`config.mk`:
```
export PLATFORM = sky130hd
export DESIGN_NAME = command_issuer_flat
export DESIGN_NICKNAME = d
export VERILOG_FILES = /design/src/rtl/command_issuer_pkg.sv /design/src/rtl/command_issuer_if.sv /design/src/rtl/command_issuer_cmd_fifo.sv /design/src/rtl/command_issuer.sv /design/src/flat_wrapper.sv
export SDC_FILE = /design/constraint.sdc
export NUM_CORES = 1
export LEC_CHECK = 0
export ABC_AREA = 1
export BUFFER_PORTS_ARGS = -buffer_cell sky130_fd_sc_hd__buf_4
export CELL_PAD_IN_SITES_DETAIL_PLACEMENT = 0
export CELL_PAD_IN_SITES_GLOBAL_PLACEMENT = 2
export CORE_MARGIN = 4
export CORE_UTILIZATION = 36
export CTS_CLUSTER_DIAMETER = 150
export CTS_CLUSTER_SIZE = 25
export DETAILED_ROUTE_END_ITERATION = 16
export PLACE_DENSITY = 0.78
export SETUP_SLACK_MARGIN = 0.05
export SLEW_MARGIN = 10
export SYNTH_ARGS = -nofsm -noshare
export SYNTH_HDL_FRONTEND = slang
export SYNTH_SLANG_ARGS = --single-unit
```
`constraint.sdc`:
```
create_clock -name clk -period 1.9 [get_ports clk]
set_input_delay 0.095 -clock clk [delete_from_list [all_inputs] [get_ports clk]]
set_output_delay 0.095 -clock clk [all_outputs]
set_load 0.03 [all_outputs]
```
`src/rtl/command_issuer_pkg.sv`:
```
// Shared definitions for the command issuer: opcode type, command field
// positions and the issuer FSM state encoding.
package alu_pkg;

  localparam int CMD_W = 12;

  // Command field bit positions: [11:9] opcode, [8:6] addr1, [5:3] addr2, [2:0] addr3
  localparam int OP_HI = 11;
  localparam int OP_LO = 9;
  localparam int A1_HI = 8;
  localparam int A1_LO = 6;
  localparam int A2_HI = 5;
  localparam int A2_LO = 3;
  localparam int A3_HI = 2;
  localparam int A3_LO = 0;

  typedef logic [2:0] opcode_t;

  localparam opcode_t OP_CAS = 3'b111;

  typedef enum logic [1:0] {
    ST_IDLE  = 2'd0,
    ST_ISSUE = 2'd1,
    ST_WAIT  = 2'd2
  } issuer_state_t;

  function automatic opcode_t cmd_opcode(input logic [CMD_W-1:0] cmd);
    return cmd[OP_HI:OP_LO];
  endfunction

  function automatic logic [2:0] cmd_addr1(input logic [CMD_W-1:0] cmd);
    return cmd[A1_HI:A1_LO];
  endfunction

  function automatic logic [2:0] cmd_addr2(input logic [CMD_W-1:0] cmd);
    return cmd[A2_HI:A2_LO];
  endfunction

  function automatic logic [2:0] cmd_addr3(input logic [CMD_W-1:0] cmd);
    return cmd[A3_HI:A3_LO];
  endfunction

endpackage

```
`src/rtl/command_issuer_if.sv`:
```
// Bus between the command source and the issuer.
// Handshake: a command transfers on a rising clk edge when in_valid and
// in_ready are both 1; in_ready does not depend on in_valid, and the source
// holds in_cmd stable while in_valid is 1 and in_ready is 0.
interface command_issuer_if #(
  parameter int DEPTH = 8
);
  import alu_pkg::*;

  logic                   in_valid;
  logic                   in_ready;
  logic [CMD_W-1:0]       in_cmd;
  logic [CMD_W-1:0]       command;
  logic                   syscall;
  logic                   busy;
  logic [$clog2(DEPTH):0] level;
  logic [15:0]            issued_cnt;
  logic                   reject;

  modport master (
    output in_valid, in_cmd,
    input  in_ready, command, syscall, busy, level, issued_cnt, reject
  );

  modport slave (
    input  in_valid, in_cmd,
    output in_ready, command, syscall, busy, level, issued_cnt, reject
  );

endinterface

```
`src/rtl/command_issuer_cmd_fifo.sv`:
```
// Command FIFO for the issuer. A freshly written entry becomes visible to the
// reader one cycle after the write, so empty lags a push into an empty FIFO
// by one cycle; level always reports the true occupancy.
module cmd_fifo #(
  parameter int DEPTH = 8,
  parameter int WIDTH = 12
) (
  input  logic                   clk,
  input  logic                   rst_n,
  input  logic                   push,
  input  logic [WIDTH-1:0]       push_data,
  input  logic                   pop,
  output logic [WIDTH-1:0]       pop_data,
  output logic                   full,
  output logic                   empty,
  output logic [$clog2(DEPTH):0] level
);

  localparam int AW = $clog2(DEPTH);
  localparam int LW = AW + 1;

  logic [WIDTH-1:0] mem [DEPTH];
  logic [AW-1:0]    wr_ptr_q;
  logic [AW-1:0]    rd_ptr_q;
  logic [LW-1:0]    level_q;
  logic [LW-1:0]    level_d;
  logic             full_q;
  logic             push_d_q;
  logic             push_ok;
  logic             pop_ok;

  // A full FIFO refuses pushes even if a pop happens in the same cycle
  assign push_ok = push && !full_q;
  assign pop_ok  = pop && !empty;
  // The entry written last cycle is not yet readable
  assign empty   = (level_q == {{(LW-1){1'b0}}, push_d_q});

  // Occupancy update: push only +1, pop only -1, both unchanged
  always_comb begin
    level_d = level_q;
    case ({push_ok, pop_ok})
      2'b10:   level_d = level_q + LW'(1);
      2'b01:   level_d = level_q - LW'(1);
      default: level_d = level_q;
    endcase
  end

  // Pointers, occupancy and registered flags
  always_ff @(posedge clk or negedge rst_n) begin
    if (!rst_n) begin
      wr_ptr_q <= '0;
      rd_ptr_q <= '0;
      level_q  <= '0;
      full_q   <= 1'b0;
      push_d_q <= 1'b0;
    end else begin
      if (push_ok) wr_ptr_q <= wr_ptr_q + AW'(1);
      if (pop_ok)  rd_ptr_q <= rd_ptr_q + AW'(1);
      level_q  <= level_d;
      full_q   <= (level_d == LW'(DEPTH));
      push_d_q <= push_ok;
    end
  end

  // Storage array, no reset needed: contents are qualified by the pointers
  always_ff @(posedge clk) begin
    if (push_ok) mem[wr_ptr_q] <= push_data;
  end

  assign pop_data = mem[rd_ptr_q];
  assign full     = full_q;
  assign level    = level_q;

endmodule

```
`src/rtl/command_issuer.sv`:
```
// Command issuer: queues commands and hands them one at a time to the
// register/ALU controller with a one-cycle syscall pulse, spacing pulses by
// ALU_GAP (or CAS_GAP after a CAS command).
// Optional feature macro: ISSUER_CAS_EN. When undefined, CAS commands are
// dropped with a one-cycle reject pulse instead of being issued.
module command_issuer
  import alu_pkg::*;
#(
  parameter int DEPTH   = 8,
  parameter int ALU_GAP = 5,
  parameter int CAS_GAP = 5
) (
  input  logic            clk,
  input  logic            rst_n,
  command_issuer_if.slave bus,
  output issuer_state_t   state_dbg
);

`ifdef ISSUER_CAS_EN
  localparam bit CAS_EN = 1'b1;
`else
  localparam bit CAS_EN = 1'b0;
`endif

  localparam int GAP_MAX = (CAS_EN && (CAS_GAP > ALU_GAP)) ? CAS_GAP : ALU_GAP;
  localparam int WAIT_W  = $clog2(GAP_MAX + 1);

  issuer_state_t          state_q;
  issuer_state_t          state_d;
  logic [WAIT_W-1:0]      wait_q;
  logic [WAIT_W-1:0]      wait_d;
  logic [CMD_W-1:0]       command_q;
  logic [15:0]            issued_q;
  logic                   reject_q;
  logic                   fifo_pop;
  logic                   load_cmd;
  logic                   drop;
  logic [CMD_W-1:0]       fifo_data;
  logic                   fifo_full;
  logic                   fifo_empty;
  logic [$clog2(DEPTH):0] fifo_level;
  logic                   head_is_cas;
  logic                   cmd_is_cas;

  cmd_fifo #(
    .DEPTH (DEPTH),
    .WIDTH (CMD_W)
  ) u_fifo (
    .clk       (clk),
    .rst_n     (rst_n),
    .push      (bus.in_valid),
    .push_data (bus.in_cmd),
    .pop       (fifo_pop),
    .pop_data  (fifo_data),
    .full      (fifo_full),
    .empty     (fifo_empty),
    .level     (fifo_level)
  );

  assign head_is_cas = (cmd_opcode(fifo_data) == OP_CAS);
  assign cmd_is_cas  = CAS_EN && (cmd_opcode(command_q) == OP_CAS);

  // Next-state logic: pop in IDLE, pulse in ISSUE, count down the gap in WAIT
  always_comb begin
    state_d  = state_q;
    wait_d   = wait_q;
    fifo_pop = 1'b0;
    load_cmd = 1'b0;
    drop     = 1'b0;
    case (state_q)
      ST_IDLE: begin
        if (!fifo_empty) begin
          fifo_pop = 1'b1;
          if (head_is_cas && !CAS_EN) begin
            drop = 1'b1;
          end else begin
            load_cmd = 1'b1;
            state_d  = ST_ISSUE;
          end
        end
      end
      ST_ISSUE: begin
        // IDLE + ISSUE account for two cycles of the gap
        state_d = ST_WAIT;
        wait_d  = cmd_is_cas ? WAIT_W'(CAS_GAP - 2) : WAIT_W'(ALU_GAP - 2);
      end
      ST_WAIT: begin
        wait_d = wait_q - WAIT_W'(1);
        if (wait_q == WAIT_W'(1)) state_d = ST_IDLE;
      end
      default: state_d = ST_IDLE;
    endcase
  end

  // State, gap counter, command register, issue counter and reject pulse
  always_ff @(posedge clk or negedge rst_n) begin
    if (!rst_n) begin
      state_q   <= ST_IDLE;
      wait_q    <= '0;
      command_q <= '0;
      issued_q  <= '0;
      reject_q  <= 1'b0;
    end else begin
      state_q  <= state_d;
      wait_q   <= wait_d;
      reject_q <= drop;
      if (load_cmd) command_q <= fifo_data;
      if (state_q == ST_ISSUE) issued_q <= issued_q + 16'd1;
    end
  end

  assign bus.in_ready   = !fifo_full;
  assign bus.command    = command_q;
  assign bus.syscall    = (state_q == ST_ISSUE);
  assign bus.busy       = (fifo_level != '0) || (state_q != ST_IDLE);
  assign bus.level      = fifo_level;
  assign bus.issued_cnt = issued_q;
  assign bus.reject     = reject_q;
  assign state_dbg      = state_q;

endmodule
```
`src/flat_wrapper.sv`:
```
// flat-port wrapper written by rule: the top's interface ports become plain ports
module command_issuer_flat import alu_pkg::*;
#(
  parameter int DEPTH   = 8,
  parameter int ALU_GAP = 5,
  parameter int CAS_GAP = 5
)
  (clk, rst_n, state_dbg, bus_in_valid, bus_in_cmd, bus_in_ready, bus_command, bus_syscall, bus_busy, bus_level, bus_issued_cnt, bus_reject);
  command_issuer_if #(.DEPTH(DEPTH)) bus_i ();
  input  logic clk;
  input  logic rst_n;
  output issuer_state_t state_dbg;
  input wire logic [$bits(bus_i.in_valid)-1:0] bus_in_valid;
  input wire logic [$bits(bus_i.in_cmd)-1:0] bus_in_cmd;
  output wire logic [$bits(bus_i.in_ready)-1:0] bus_in_ready;
  output wire logic [$bits(bus_i.command)-1:0] bus_command;
  output wire logic [$bits(bus_i.syscall)-1:0] bus_syscall;
  output wire logic [$bits(bus_i.busy)-1:0] bus_busy;
  output wire logic [$bits(bus_i.level)-1:0] bus_level;
  output wire logic [$bits(bus_i.issued_cnt)-1:0] bus_issued_cnt;
  output wire logic [$bits(bus_i.reject)-1:0] bus_reject;
  assign bus_i.in_valid = bus_in_valid;
  assign bus_i.in_cmd = bus_in_cmd;
  assign bus_in_ready = bus_i.in_ready;
  assign bus_command = bus_i.command;
  assign bus_syscall = bus_i.syscall;
  assign bus_busy = bus_i.busy;
  assign bus_level = bus_i.level;
  assign bus_issued_cnt = bus_i.issued_cnt;
  assign bus_reject = bus_i.reject;
  command_issuer #(.DEPTH(DEPTH), .ALU_GAP(ALU_GAP), .CAS_GAP(CAS_GAP)) u_core (.clk(clk), .rst_n(rst_n), .bus(bus_i), .state_dbg(state_dbg));
endmodule
```
Yosys cells after proc, flatten, opt, wreduce, memory -nomap -nowiden
Memories as Yosys holds them, arrays and structs flattened. Index checks and enable logic that the tools add are counted.

Register bits after elaboration: 46. Latch bits: 0. RAM bits: 96. Memory bits (read-only): 0. Bits of input ports: 15. Output and inout bits: 38. Word-level logic and storage cells: 54. Memories: 1.

Memories: u_core.u_fifo.mem (depth 8, bits a word 12, rd ports 1, clocked after Yosys merged registers in 0, wr ports 1, line command_issuer_cmd_fifo.sv:22) `logic [WIDTH-1:0] mem [DEPTH];`.

Add/sub/neg operators: 6. $mul: 0. Div/mod/pow operators: 0. $lt $le $gt $ge: 0. Eq/ne operators: 11. Shift-type cells: 0. Muxes and demuxes: 16. Bitwise logic cells: 0. Reduce and logical (&&, ||, !) cells: 10.

Operator list (count): 16-bit by 1-bit adder with 16-bit output, second input constant (1); 1-bit two-way mux (10); 4-bit case mux with 2 select lines (1); 3-bit by 1-bit adder with 3-bit output, second input constant (2); 2-bit two-way mux (3); 2-bit case mux with 3 select lines (1); 3-bit case mux with 2 select lines (1); 4-bit by 1-bit adder with 4-bit output, second input constant (1); 2-bit by 1-bit == test with 1-bit output, second input constant (2); 2-bit == test, second input constant (2); 4-bit by 1-bit == test with 1-bit output (1); 4-bit == test, second input constant (1); 2-bit != test, second input constant (2); 2-bit nonzero test (2); 4-bit nonzero test (1); 4-bit by 1-bit subtractor with 4-bit output, second input constant (1); 3-bit by 1-bit == test with 1-bit output, second input constant (1); 3-bit == test, second input constant (1); 3-bit AND reduction (1); 3-bit by 1-bit subtractor with 3-bit output, second input constant (1); 1-bit logical AND (2); 1-bit logical NOT (2); 2-bit logical NOT (1); 2-bit by 1-bit != test with 1-bit output, second input constant (1); 1-bit logical OR (1).

Longest topological paths before layout
Gate-level depths: netlist (run 1).

Depth in word-level cells: 7. Depth in mapped cells: 14. Mapped depth without buffers: 14.

By module
Synthesis (run 1) repeated with hierarchy kept, for this count alone.

Cells, all modules: 532. Area total of the unflattened synthesis: 6013.3 sq um.

By module, submodules not included: cmd_fifo (times used 1, cells each 359, area an instance 4391.7 sq um, seq. area each 3183.1 sq um); command_issuer (times used 1, cells each 173, area an instance 1621.6 sq um, seq. area each 850.8 sq um).

Least setup slack after synthesis (run 1)
No wires, ideal clock.

Path kind: flip-flop to flip-flop. Start: register u_core.state_q[1] (netlist: u_core.state_dbg[1]). End: register u_core.issued_q[13] (netlist: u_core.bus.issued_cnt[13]). Library setup time: 0.124 ns. Data arrival time: 2.170 ns. Data required time: 1.776 ns. Path slack: -0.394 ns. Stages on the path, launching flop included: 11. Buffers on the path: 1. Clock period less this slack: 2.294 ns. Cell sequence: dfrtp_1 inv_1 ha_1 buf_4 nand4_1 nor2_1 nand3_1 nor2_1 and3_1 nand3_1 xor2_1.

Cells in the longest elaborated chain, start to end: 1.

Ends and longest elaborated chain: start, declared (line command_issuer.sv:28) `issuer_state_t state_q;`; start signal, assigned (line command_issuer.sv:104) `state_q <= state_d;`; 2-bit by 1-bit == test with 1-bit output; named net bus_syscall (line flat_wrapper.sv:17) `output wire logic [$bits(bus_i.syscall)-1:0] bus_syscall;`; end signal, assigned (line command_issuer.sv:108) `if (state_q == ST_ISSUE) issued_q <= issued_q + 16'd1;`; end, declared (line command_issuer.sv:33) `logic [15:0] issued_q;`.

The timed path passes the listed nets, and every way through them passes these cells. A chain may end at the register's enable or synchronous reset.

Worst setup path after layout (run 1)
Start: register u_core.state_q[0] (netlist: u_core.state_dbg[0]). End: register u_core.u_fifo.full_q (netlist: u_core.u_fifo.full).

Cells in the longest elaborated chain, start to end: 6. Elaborated cells on any way between the ends: 7. Those cells by class: eq/ne: 3; mux: 2; reduce/logical: 2.

Ends and longest elaborated chain: 2-bit logical NOT * (line command_issuer.sv:70) `case (state_q)`; 1-bit two-way mux * (line command_issuer.sv:70); 1-bit logical AND * (line command_issuer_cmd_fifo.sv:34) `assign pop_ok = pop && !empty;`; 2-bit by 1-bit == test with 1-bit output or 2-bit == test (tied branches) (line command_issuer_cmd_fifo.sv:41) `case ({push_ok, pop_ok})`; 4-bit case mux with 2 select lines * (line command_issuer_cmd_fifo.sv:41); named net u_core.u_fifo.level_d[1] (line command_issuer_cmd_fifo.sv:26) `logic [LW-1:0] level_d;`; 4-bit == test * (line command_issuer_cmd_fifo.sv:60) `full_q <= (level_d == LW'(DEPTH));`; end signal, assigned (line command_issuer_cmd_fifo.sv:60); end, declared (line command_issuer_cmd_fifo.sv:27) `logic full_q;`.

The timed path passes the listed nets; every way through them passes the cells marked *.

==> flow_summary_export.csv, run 1 <==
group,metric,value,unit
grt,grt_pass1_wl,20700,µm
layout,regArea,4040,µm²
layout,multiInputGateArea,1820,µm²
synthesis,ys_seq_area_share,68.7,%
timing,max-slew-margin-rel,57.9,%
layout,syn_to_final_growth,32.4,%
synthesis,syn_area,5870,µm²
place,hpwlAfterDp,8560,µm
synthesis,synth_top_area_share,49.1,%
floorplanning,die_area,18400,µm²
floorplanning,die-width,136,µm
route,drtIter0Drc,219,
grt,grt_overflow,0,
setup_path,required,2.20,ns
layout,fillers,1406,
timing,rsz0062_at_grt,"yes",
layout,drive_gt1_share,31.7,%
synthesis,synth.most_common_cell,"edfxtp_1",
setup_path,cp-end-kind,"flip-flop",
grt,grt_pass1_vias,3877,
layout,antenna_cells,0,
power,leakagePower,3.14,nW
floorplanning,ios,53,
clock_network,tritoncts,"yes",
timing,slew_violations,0,
synthesis,synthDistinctLibCells,31,
min_path,hp-class,"in2reg",
power,switching_share,37.2,%
power,p_per_area,1680,nW/µm²
synthesis,synth.area.top_cells,"edfxtp_1, dfrtp_1, nand2_1",
run_status,outcome,"finished, final reports clean",
setup_path,worstSetupPathType,"reg2reg",
layout,final_nets,608,
route,wire_per_inst,16.3,µm
clock_network,ctsRootBufferMaster,"clkbuf_16",
clock_network,clock_path_buffers,2,
setup_path,startpoint_type,"flip-flop",
timing,fin_skew,0.00878,ns
grt,antenna_found_initial,0,
clock_network,numCtsBuffers,17,
power,p_sw,4.87,mW
place,place.gp.congestion,0.786,
synthesis,ys.flop_type,"edfxtp_1",
floorplanning,dieHeight,136,µm
grt,grt_usage,15.1,%
route,firstDrtPassIters,5,
floorplanning,floorplan.rows,46,
synthesis,synth_nets,501,
job,cap_violations,0,
route,vias,3913,
route,drt.antenna.violating_nets,0,
synthesis,synth_top_cell_by_area,"edfxtp_1",
place,portBuffers,52,
synthesis,syn_area_per_cell,12.3,µm²
power,pwr-share-seq,33.5,%
synthesis,synth_common_cells,"edfxtp_1, nand2_1, nor2_1",
timing,setup-tns-final,0,ns
route,drt_wl_total,13300,µm
clock_network,htree_num_levels,4,
timing,tightest_slew,0.632,ns
setup_path,cp_max_fo,5,
setup_path,worstPathArrival,2.06,ns
route,drc,0,
synthesis,synth_edf_count,96,
power,ir_worst_vdd,0.816,mV
timing,clock.fmax,0.569,GHz
timing,setup_viol,0,
floorplanning,start_util,36.8,%
timing,period_share,92.4,%
synthesis,ys_seq_elements,142,
synthesis,ys_warn_count,0,
power,p_int,8.22,mW
power,clock_power_share,24.6,%
floorplanning,core_area,15900,µm²
grt,grt_start_max_net_pins,47,
route,viasPerCell,4.82,
power,comb_power_share,41.9,%
synthesis,synth_cells,476,
clock_network,clkTransAtPathRegs,0.06,ns
synthesis,synthArstFlopShare,32.4,%
timing,finalHoldViolations,0,
clock_network,clkSinkCount,142,
timing,fin_crit,1.76,ns
power,p_total,13.1,mW
clock_network,clk_latency,0.41,ns
[sequential cells by signal, indices dropped and copies added (netlist names)]
| name | flops |
|---|---|
| u_core.u_fifo.push_d_q | 1 |
| u_core.u_fifo.mem | 96 |
| u_core.state_dbg | 2 |
| u_core.bus.command | 12 |
| u_core.u_fifo.level | 4 |
| u_core.u_fifo.wr_ptr_q | 3 |
| u_core.wait_q | 3 |
| u_core.u_fifo.full | 1 |
| u_core.bus.issued_cnt | 16 |
| u_core.u_fifo.rd_ptr_q | 3 |
| u_core.bus.reject | 1 |
[cell type report]
| cell class | instances | area share (%) |
|---|---|---|
| clock buffer | 22 | 6.10 |
| clock inverter | 10 | 1.45 |
| inverter | 32 | 1.71 |
| multi-input combinational | 284 | 23.4 |
| sequential | 142 | 52.0 |
| tap | 216 | 3.48 |
| timing repair buffer | 106 | 11.9 |
[power groups by stage]
stage | Sequential, mW | Clock, mW | Combinational [mW]
2_1_floorplan | 4.83 | 0 | 2.71
3_3_place_gp | 4.39 | 0 | 4.73
3_5_place_dp | 4.40 | 0 | 4.79
4_1_cts | 4.35 | 3.31 | 4.90
5_1_grt | 4.45 | 3.46 | 6.02
6_report | 4.38 | 3.23 | 5.48
[per-stage QoR]
stage	setup WS (ns)	util (%)	hold slack, ns	cells	cell area, µm²
after floorplan	-0.151	-	-0.201	476	5920
after global placement	-0.120	42.3	0.155	754	6740
after detailed placement	-0.111	42.3	0.163	754	6740
after CTS	0.0277	47.0	0.0843	800	7500
after global routing	-0.0109	48.8	0.185	812	7770
final	0.144	48.8	0.135	812	7770
[logic make-up after synthesis]
| group | share of synthesized area, % |
|---|---|
| buffers and inverters | 3.88 |
| DFF | 68.7 |
| muxes | 3.07 |
| AOI/OAI and AO/OA | 7.03 |
| xor gates and xnor gates | 3.13 |
| adders and majority gates | 2.13 |
| and+or+nand+nor | 12.0 |
[repair_timing]
| action | CTS | global route |
|---|---|---|
| hold endpoints to repair | 142 | 0 |
| setup endpoints to repair | 5 | 22 |
| resized for setup | 10 | 59 |
| cloned | 0 | 1 |
| hold buffers | 13 | 0 |
| pin swaps | 2 | 23 |
| setup buffers | 1 | 11 |
[layout by cell type (no fill, tap or decap), types with 16 or more instances in the layout]
master and n:
buf_4 82, edfxtp_1 96, nor2_1 34, mux2i_1 18, o21ai_0 25, inv_1 21, dfrtp_1 40, clkbuf_16 17
o221ai_1 18, nor2_2 16, nand2_1 74
[per-layer routing]
| metal | global-route usage [%] | wire length, µm | up-vias |
|---|---|---|---|
| li1 | - | - | 1893 |
| met3 | 3.97 | 551 | 15 |
| met1 | 19.9 | 5920 | 1924 |
| met4 | 5.10 | 182 | 0 |
| met5 | 0 | 0 | - |
| met2 | 24.4 | 6620 | 81 |
[final timing paths]
check	to	cells past startpoint	from	slack [ns]
setup / recovery	u_core.u_fifo.full	11	u_core.state_dbg[0]	0.14
hold / removal	u_core.u_fifo.wr_ptr_q[0]	4	bus_in_valid	0.13
setup reg to reg	u_core.u_fifo.full	11	u_core.state_dbg[0]	0.14
hold reg to reg	u_core.bus.issued_cnt[15]	1	u_core.bus.issued_cnt[15]	0.47
max in group asynchronous	u_core.u_fifo.level[0]	2	rst_n	1.17
min in group asynchronous	u_core.bus.command[6]	2	rst_n	0.25
[critical path: stages (launching register included)]
cell and delay [ns]:
dfrtp_2 0.45, inv_2 0.09, ha_4 0.16, nand4_1 0.16, nand2_2 0.12, inv_2 0.05
ha_4 0.24, nand2_1 0.04, o21ai_1 0.10, nor2_1 0.07, o211ai_1 0.09, nor2_1 0.06
No activity file was read; power rests on OpenSTA's default activity.
==> run 2, diff against run 1 <==
==> constraint.sdc (replaced) <==
create_clock -name clk -period 1.9 [get_ports clk]
set_input_delay 0.285 -clock clk [delete_from_list [all_inputs] [get_ports clk]]
set_output_delay 0.285 -clock clk [all_outputs]
set_load 0.03 [all_outputs]
==> run 2 against run 1 <==
  * Final cell count fell by 1.5%
  * Total power fell by 0.12%
  * Largest cell class unchanged
  * Sequential power barely moved
  * Register-to-register slack barely moved
  * Worst setup slack barely moved
  * Critical endpoint unchanged
  * Combinational power barely moved
  * Clock skew fell by 0.0029 ns
  * Die area did not move
  * Routed wire length fell by 0.51%
==> flow_summary_export.csv, run 2 (synthesis gave the netlist of run 1 again) <==
group,metric,value,unit
run_status,outcome,"finished, final reports clean",
timing,setup_viol,0,
job,cap_violations,0,
timing,clock.fmax,0.570,GHz
place,dpl_worst_slack,-0.111,ns
setup_path,startpoint_type,"flip-flop",
grt,grt_usage,15.1,%
layout,max_flop_register,"u_core.u_fifo.mem",
power,p_per_area,1710,nW/µm²
setup_path,r2r-end,"u_core.u_fifo.full",
timing,fin_worst_hold_slack,0.106,ns
route,drt.antenna.violating_nets,0,
setup_path,path_depth,11,
place,portBuffers,52,
timing,rsz0062_at_grt,"yes",
route,wire_per_inst,16.5,µm
layout,layout_common_cells,"edfxtp_1, buf_4, nand2_1",
timing,max-slew-margin-rel,58.0,%
power,leakagePower,3.09,nW
timing,period_share,92.4,%
route,drc,0,
grt,antenna_found_initial,0,
place,place_inst,754,
clock_network,tritoncts,"yes",
floorplanning,die-width,136,µm
route,drt_wl_total,13200,µm
setup_path,cp-end-kind,"flip-flop",
clock_network,clk_latency,0.41,ns
floorplanning,core_area,15900,µm²
min_path,hp-class,"in2reg",
clock_network,ctsRootBufferMaster,"clkbuf_16",
floorplanning,ios,53,
timing,finalHoldViolations,0,
setup_path,worstSetupPathType,"reg2reg",
layout,drive_gt1_share,32.4,%
setup_path,cp-startpoint,"u_core.state_dbg[0]",
grt,grt_start_max_net_pins,47,
grt,grt_overflow,0,
route,firstDrtPassIters,4,
setup_path,worst-path-buf-inv,2,
layout,fillers,1413,
timing,fin_crit,1.76,ns
layout,final_common_cell,"edfxtp_1",
floorplanning,die_area,18400,µm²
layout,syn_to_final_growth,30.4,%
setup_path,regToRegSetupSlack,0.14,ns
setup_path,rr_startpoint,"u_core.state_dbg[0]",
setup_path,path_cells,"inv_2 -> ha_4 -> nand4_1 -> nand2_2 -> inv_2 -> ha_4 -> nand2_1 -> o21ai_1 -> nor2_1 -> o211ai_1 -> nor2_1",
grt,grt_pass1_vias,3840,
route,drtIter0Drc,226,
place,hpwlAfterDp,8560,µm
route,vias,3877,
setup_path,required,2.20,ns
clock_network,clkSinkCount,142,
layout,antenna_cells,0,
clock_network,numCtsBuffers,17,
clock_network,htree_num_levels,4,
timing,fin_skew,0.00589,ns
layout,stdcell_count,800,
timing,setup-tns-final,0,ns
setup_path,cpPeakStageDelay,0.45,ns
layout,final_nets,596,
timing,setup_ws,0.144,ns
setup_path,cp_max_fo,5,
floorplanning,start_util,36.8,%
setup_path,worstPathArrival,2.06,ns
power,ir_worst_vdd,0.816,mV
floorplanning,floorplan.rows,46,
route,viasPerCell,4.85,
layout,largest_reg_flops,96,
grt,grt_pass1_wl,20700,µm
setup_path,cp_top_family,"flip-flops",
timing,slew_violations,0,
setup_path,slowest_stage,"dfrtp_2",
clock_network,clkTransAtPathRegs,0.06,ns
place,place.gp.congestion,0.786,
clock_network,clock_path_buffers,2,
setup_path,crit_end,"u_core.u_fifo.full",
floorplanning,dieHeight,136,µm
setup_path,worstRegToRegCells,11,
timing,tightest_slew,0.630,ns
==> run 2: what timing repair did <==
item | in CTS | in global routing
buffers inserted | 1 | 11
setup endpoints to repair | 6 | 23
resized for setup | 10 | 59
hold buffers | 1 | 0
cloned | 0 | 1
hold endpoints to repair | 46 | 0
pin swaps | 2 | 23
==> run 2: worst reg2reg max path, delay by kind of cell, from the launching register on <==
kind | cells | cell delay, ns
adders and majority gates | 2 | 0.41
DFF | 1 | 0.45
and+or+nand+nor | 5 | 0.45
AOI/OAI and AO/OA | 2 | 0.19
buffers and inverters | 2 | 0.14
==> run 2: power by group <==
group | total, mW | internal, mW | switching, mW | leakage [nW]
registers | 4.38 | 3.98 | 0.402 | 1.44
clock network | 3.23 | 2.03 | 1.20 | 0.276
logic | 5.46 | 2.20 | 3.26 | 1.37
total | 13.1 | 8.20 | 4.87 | 3.09
==> run 2: layer usage <==
layer  global-route usage, %  up-vias  routed length [µm]
li1                        -     1867                   -
met1                    19.9     1910                5930
met2                    24.3       83                6510
met3                    4.01       17                 562
met4                    5.10        0                 204
met5                       0        -                   0
==> run 2: cell type report <==
cell class | instances | area (µm²) | area share [%]
sequential | 142 | 4040 | 52.8
timing repair buffer | 94 | 806 | 10.5
clock buffer | 22 | 474 | 6.20
inverter | 32 | 133 | 1.73
tap | 216 | 270 | 3.53
multi-input combinational | 284 | 1820 | 23.7
clock inverter | 10 | 113 | 1.47
==> run 2: worst min path at each step <==
| stage | start | endpoint | slack (ns) | cells past startpoint |
|---|---|---|---|---|
| 6_report | bus_in_cmd[2] | u_core.u_fifo.mem[2][2] | 0.11 | 1 |
| 5_1_grt | bus_in_cmd[9] | u_core.u_fifo.mem[1][9] | 0.09 | 1 |
| 4_1_cts | bus_in_cmd[9] | u_core.u_fifo.mem[1][9] | 0.09 | 1 |
| 3_5_place_dp | rst_n | u_core.bus.command[6] | 0.35 | 1 |
| 3_3_place_gp | rst_n | u_core.bus.command[6] | 0.35 | 1 |
| 2_1_floorplan | rst_n | u_core.bus.command[0] | -0.01 | 0 |
==> run 2: metrics by stage <==
step	area, µm²	utilization [%]	power [mW]
2_1_floorplan	5920	-	7.53
3_3_place_gp	6740	42.3	9.12
3_5_place_dp	6740	42.3	9.19
4_1_cts	7380	46.3	12.5
5_1_grt	7650	48.0	13.9
6_report	7650	48.0	13.1
==> run 3, diff against run 2 <==
--- a/config.mk
+++ b/config.mk
@@ -6,7 +6,7 @@
 export NUM_CORES = 1
 export LEC_CHECK = 0
 export ABC_AREA = 1
-export BUFFER_PORTS_ARGS = -buffer_cell sky130_fd_sc_hd__buf_4
+export BUFFER_PORTS_ARGS = -buffer_cell sky130_fd_sc_hd__buf_2
 export CELL_PAD_IN_SITES_DETAIL_PLACEMENT = 0
 export CELL_PAD_IN_SITES_GLOBAL_PLACEMENT = 2
 export CORE_MARGIN = 4
@@ -16,7 +16,7 @@
 export DETAILED_ROUTE_END_ITERATION = 16
 export PLACE_DENSITY = 0.78
 export SETUP_SLACK_MARGIN = 0.05
-export SLEW_MARGIN = 10
+export SLEW_MARGIN = 20
 export SYNTH_ARGS = -nofsm -noshare
 export SYNTH_HDL_FRONTEND = slang
 export SYNTH_SLANG_ARGS = --single-unit
==> run 3 against run 2 <==
  * Clock-buffer cell count decreased by 3
  * Non-clock buffer count increased by 3
  * Critical endpoint is now u_core.bus.issued_cnt[13]
  * Sequential share of layout area increased by 2.0 points
  * Highest routed layer unchanged
  * Largest power group unchanged
  * Fmax decreased by 2.8%
  * First-iteration DRC count decreased by 23%
==> flow_summary_export.csv, run 3 (synthesis gave the netlist of run 1 again) <==
group,metric,value,unit
floorplanning,die-width,136,µm
timing,setup-tns-final,0,ns
floorplanning,start_util,36.8,%
setup_path,crit_end,"u_core.bus.issued_cnt[13]",
layout,max_flop_register,"u_core.u_fifo.mem",
timing,fin_crit,1.81,ns
layout,drive_gt1_share,30.3,%
layout,final_cell_area,7370,µm²
floorplanning,floorplan.rows,46,
layout,layout_common_cells,"edfxtp_1, nand2_1, buf_2",
place,placed_area,6650,µm²
floorplanning,ios,53,
timing,finalHoldViolations,0,
setup_path,cp-startpoint,"u_core.state_dbg[1]",
setup_path,cp_max_fo,4,
setup_path,rr_startpoint,"u_core.state_dbg[1]",
layout,final_common_cell,"edfxtp_1",
clock_network,htree_num_levels,4,
floorplanning,die_area,18400,µm²
setup_path,worstSetupPathType,"reg2reg",
setup_path,r2r-end,"u_core.bus.issued_cnt[13]",
layout,final_nets,599,
setup_path,regToRegSetupSlack,0.09,ns
clock_network,tritoncts,"yes",
layout,antenna_cells,0,
setup_path,required,2.20,ns
floorplanning,core_area,15900,µm²
route,wire_per_inst,16.7,µm
power,p_int,7.63,mW
grt,grt_pass1_wl,20700,µm
route,viasPerCell,4.86,
route,drt.antenna.violating_nets,0,
power,p_per_area,1680,nW/µm²
clock_network,clkTransAtPathRegs,0.06,ns
grt,grt_overflow,0,
setup_path,worstRegToRegCells,9,
clock_network,clkSinkCount,142,
setup_path,worstPathArrival,2.11,ns
run_status,outcome,"finished, final reports clean",
timing,fin_skew,0.00701,ns
power,switching_share,38.4,%
layout,syn_to_final_growth,25.5,%
power,p_sw,4.76,mW
grt,grt_usage,15.1,%
floorplanning,dieHeight,136,µm
timing,slew_violations,0,
grt,grt_pass1_vias,3813,
power,ir_worst_vdd,0.967,mV
power,clock_power_share,24.1,%
setup_path,startpoint_type,"flip-flop",
layout,largest_reg_flops,96,
route,drc,0,
job,cap_violations,0,
grt,antenna_found_initial,0,
clock_network,numCtsBuffers,17,
power,comb_power_share,40.5,%
timing,max-slew-margin-rel,61.3,%
timing,setup_viol,0,
timing,tightest_slew,0.580,ns
route,firstDrtPassIters,5,
setup_path,slowest_stage,"dfrtp_2",
route,drt_wl_total,13400,µm
grt,grt_start_max_net_pins,39,
clock_network,ctsRootBufferMaster,"clkbuf_16",
power,pwr-share-seq,35.4,%
route,drtIter0Drc,175,
clock_network,clk_latency,0.42,ns
setup_path,cp-end-kind,"flip-flop",
clock_network,clock_path_buffers,2,
timing,rsz0062_at_grt,"yes",
place,hpwlAfterDp,9000,µm
min_path,hp-class,"in2reg",
setup_path,cpPeakStageDelay,0.42,ns
timing,period_share,95.1,%
timing,clock.fmax,0.554,GHz
route,vias,3902,
setup_path,path_cells,"inv_4 -> ha_4 -> nand4_1 -> nor2_2 -> nand3_1 -> nor2_2 -> and3_4 -> nand3_1 -> xor2_1",
power,leakagePower,3.04,nW
place,portBuffers,52,
place,place.gp.congestion,0.783,
run 3: cell types whose count changed in the layout (fill, tap and decap cells not counted), sizes merged:
cell / delta
bufinv: -1
clkinv: +4
clkbuf: -3
buf: +3
run 3: how the worst min path moves through the flow:
stage	start	end	slack, ns	depth (start not counted)
floorplan	rst_n	u_core.bus.command[0]	-0.01	0
global placement	rst_n	u_core.bus.command[5]	0.32	1
detailed placement	rst_n	u_core.bus.command[6]	0.32	1
CTS	bus_in_cmd[2]	u_core.u_fifo.mem[6][2]	0.13	1
global route	bus_in_cmd[3]	u_core.u_fifo.mem[4][3]	0.14	1
finish	bus_in_cmd[2]	u_core.u_fifo.mem[2][2]	0.14	1
run 3: what timing repair did:
item                                   in CTS  in global routing
resized for setup                          11                 30
endpoints found under the hold margin      23                  0
setup endpoints to repair                   6                 19
setup buffers                               3                  7
hold buffers                                1                  0
pin swaps                                   3                 14
run 3: metrics by stage:
| step | hold slack (ns) | power [mW] | std cells | utilization (%) | worst slack, ns |
|---|---|---|---|---|---|
| 2_1_floorplan | -0.0106 | 7.53 | 476 | - | -0.151 |
| 3_3_place_gp | 0.321 | 8.99 | 760 | 41.7 | -0.120 |
| 3_5_place_dp | 0.323 | 9.07 | 760 | 41.7 | -0.100 |
| 4_1_cts | 0.126 | 12.2 | 796 | 45.4 | 0.0674 |
| 5_1_grt | 0.135 | 13.2 | 803 | 46.2 | -0.0376 |
| 6_report | 0.140 | 12.4 | 803 | 46.2 | 0.0939 |
run 3: cell type report:
cell class	count	area [µm²]
Fill cell	1488	8570
Timing Repair Buffer	97	658
Inverter	32	128
Clock buffer	19	433
Tap cell	216	270
Multi-Input combinational cell	284	1740
Sequential cell	142	4040
Clock inverter	13	100
run 3: power by group through the flow:
stage	Combinational [mW]	Sequential [mW]	Clock [mW]
2_1_floorplan	2.71	4.83	0
3_3_place_gp	4.58	4.41	0
3_5_place_dp	4.64	4.43	0
4_1_cts	4.77	4.37	3.06
5_1_grt	5.56	4.45	3.20
6_report	5.01	4.38	2.99
run 3: worst max-delay path: cells and delay by family, from the launching register on:
family / cells / cell delay (ns)
simple gates: 6 / 0.91
flops: 1 / 0.42
fa+ha+maj: 1 / 0.14
xor+xnor: 1 / 0.14
buf+inv: 1 / 0.08
run 3: routing by layer:
layer	track usage [%]	vias to the layer above	part of all wire, %
met5	0	-	0
met4	5.88	0	1.3
met3	3.71	15	4.0
met2	24.3	79	50
met1	19.9	1931	45
li1	-	1877	-
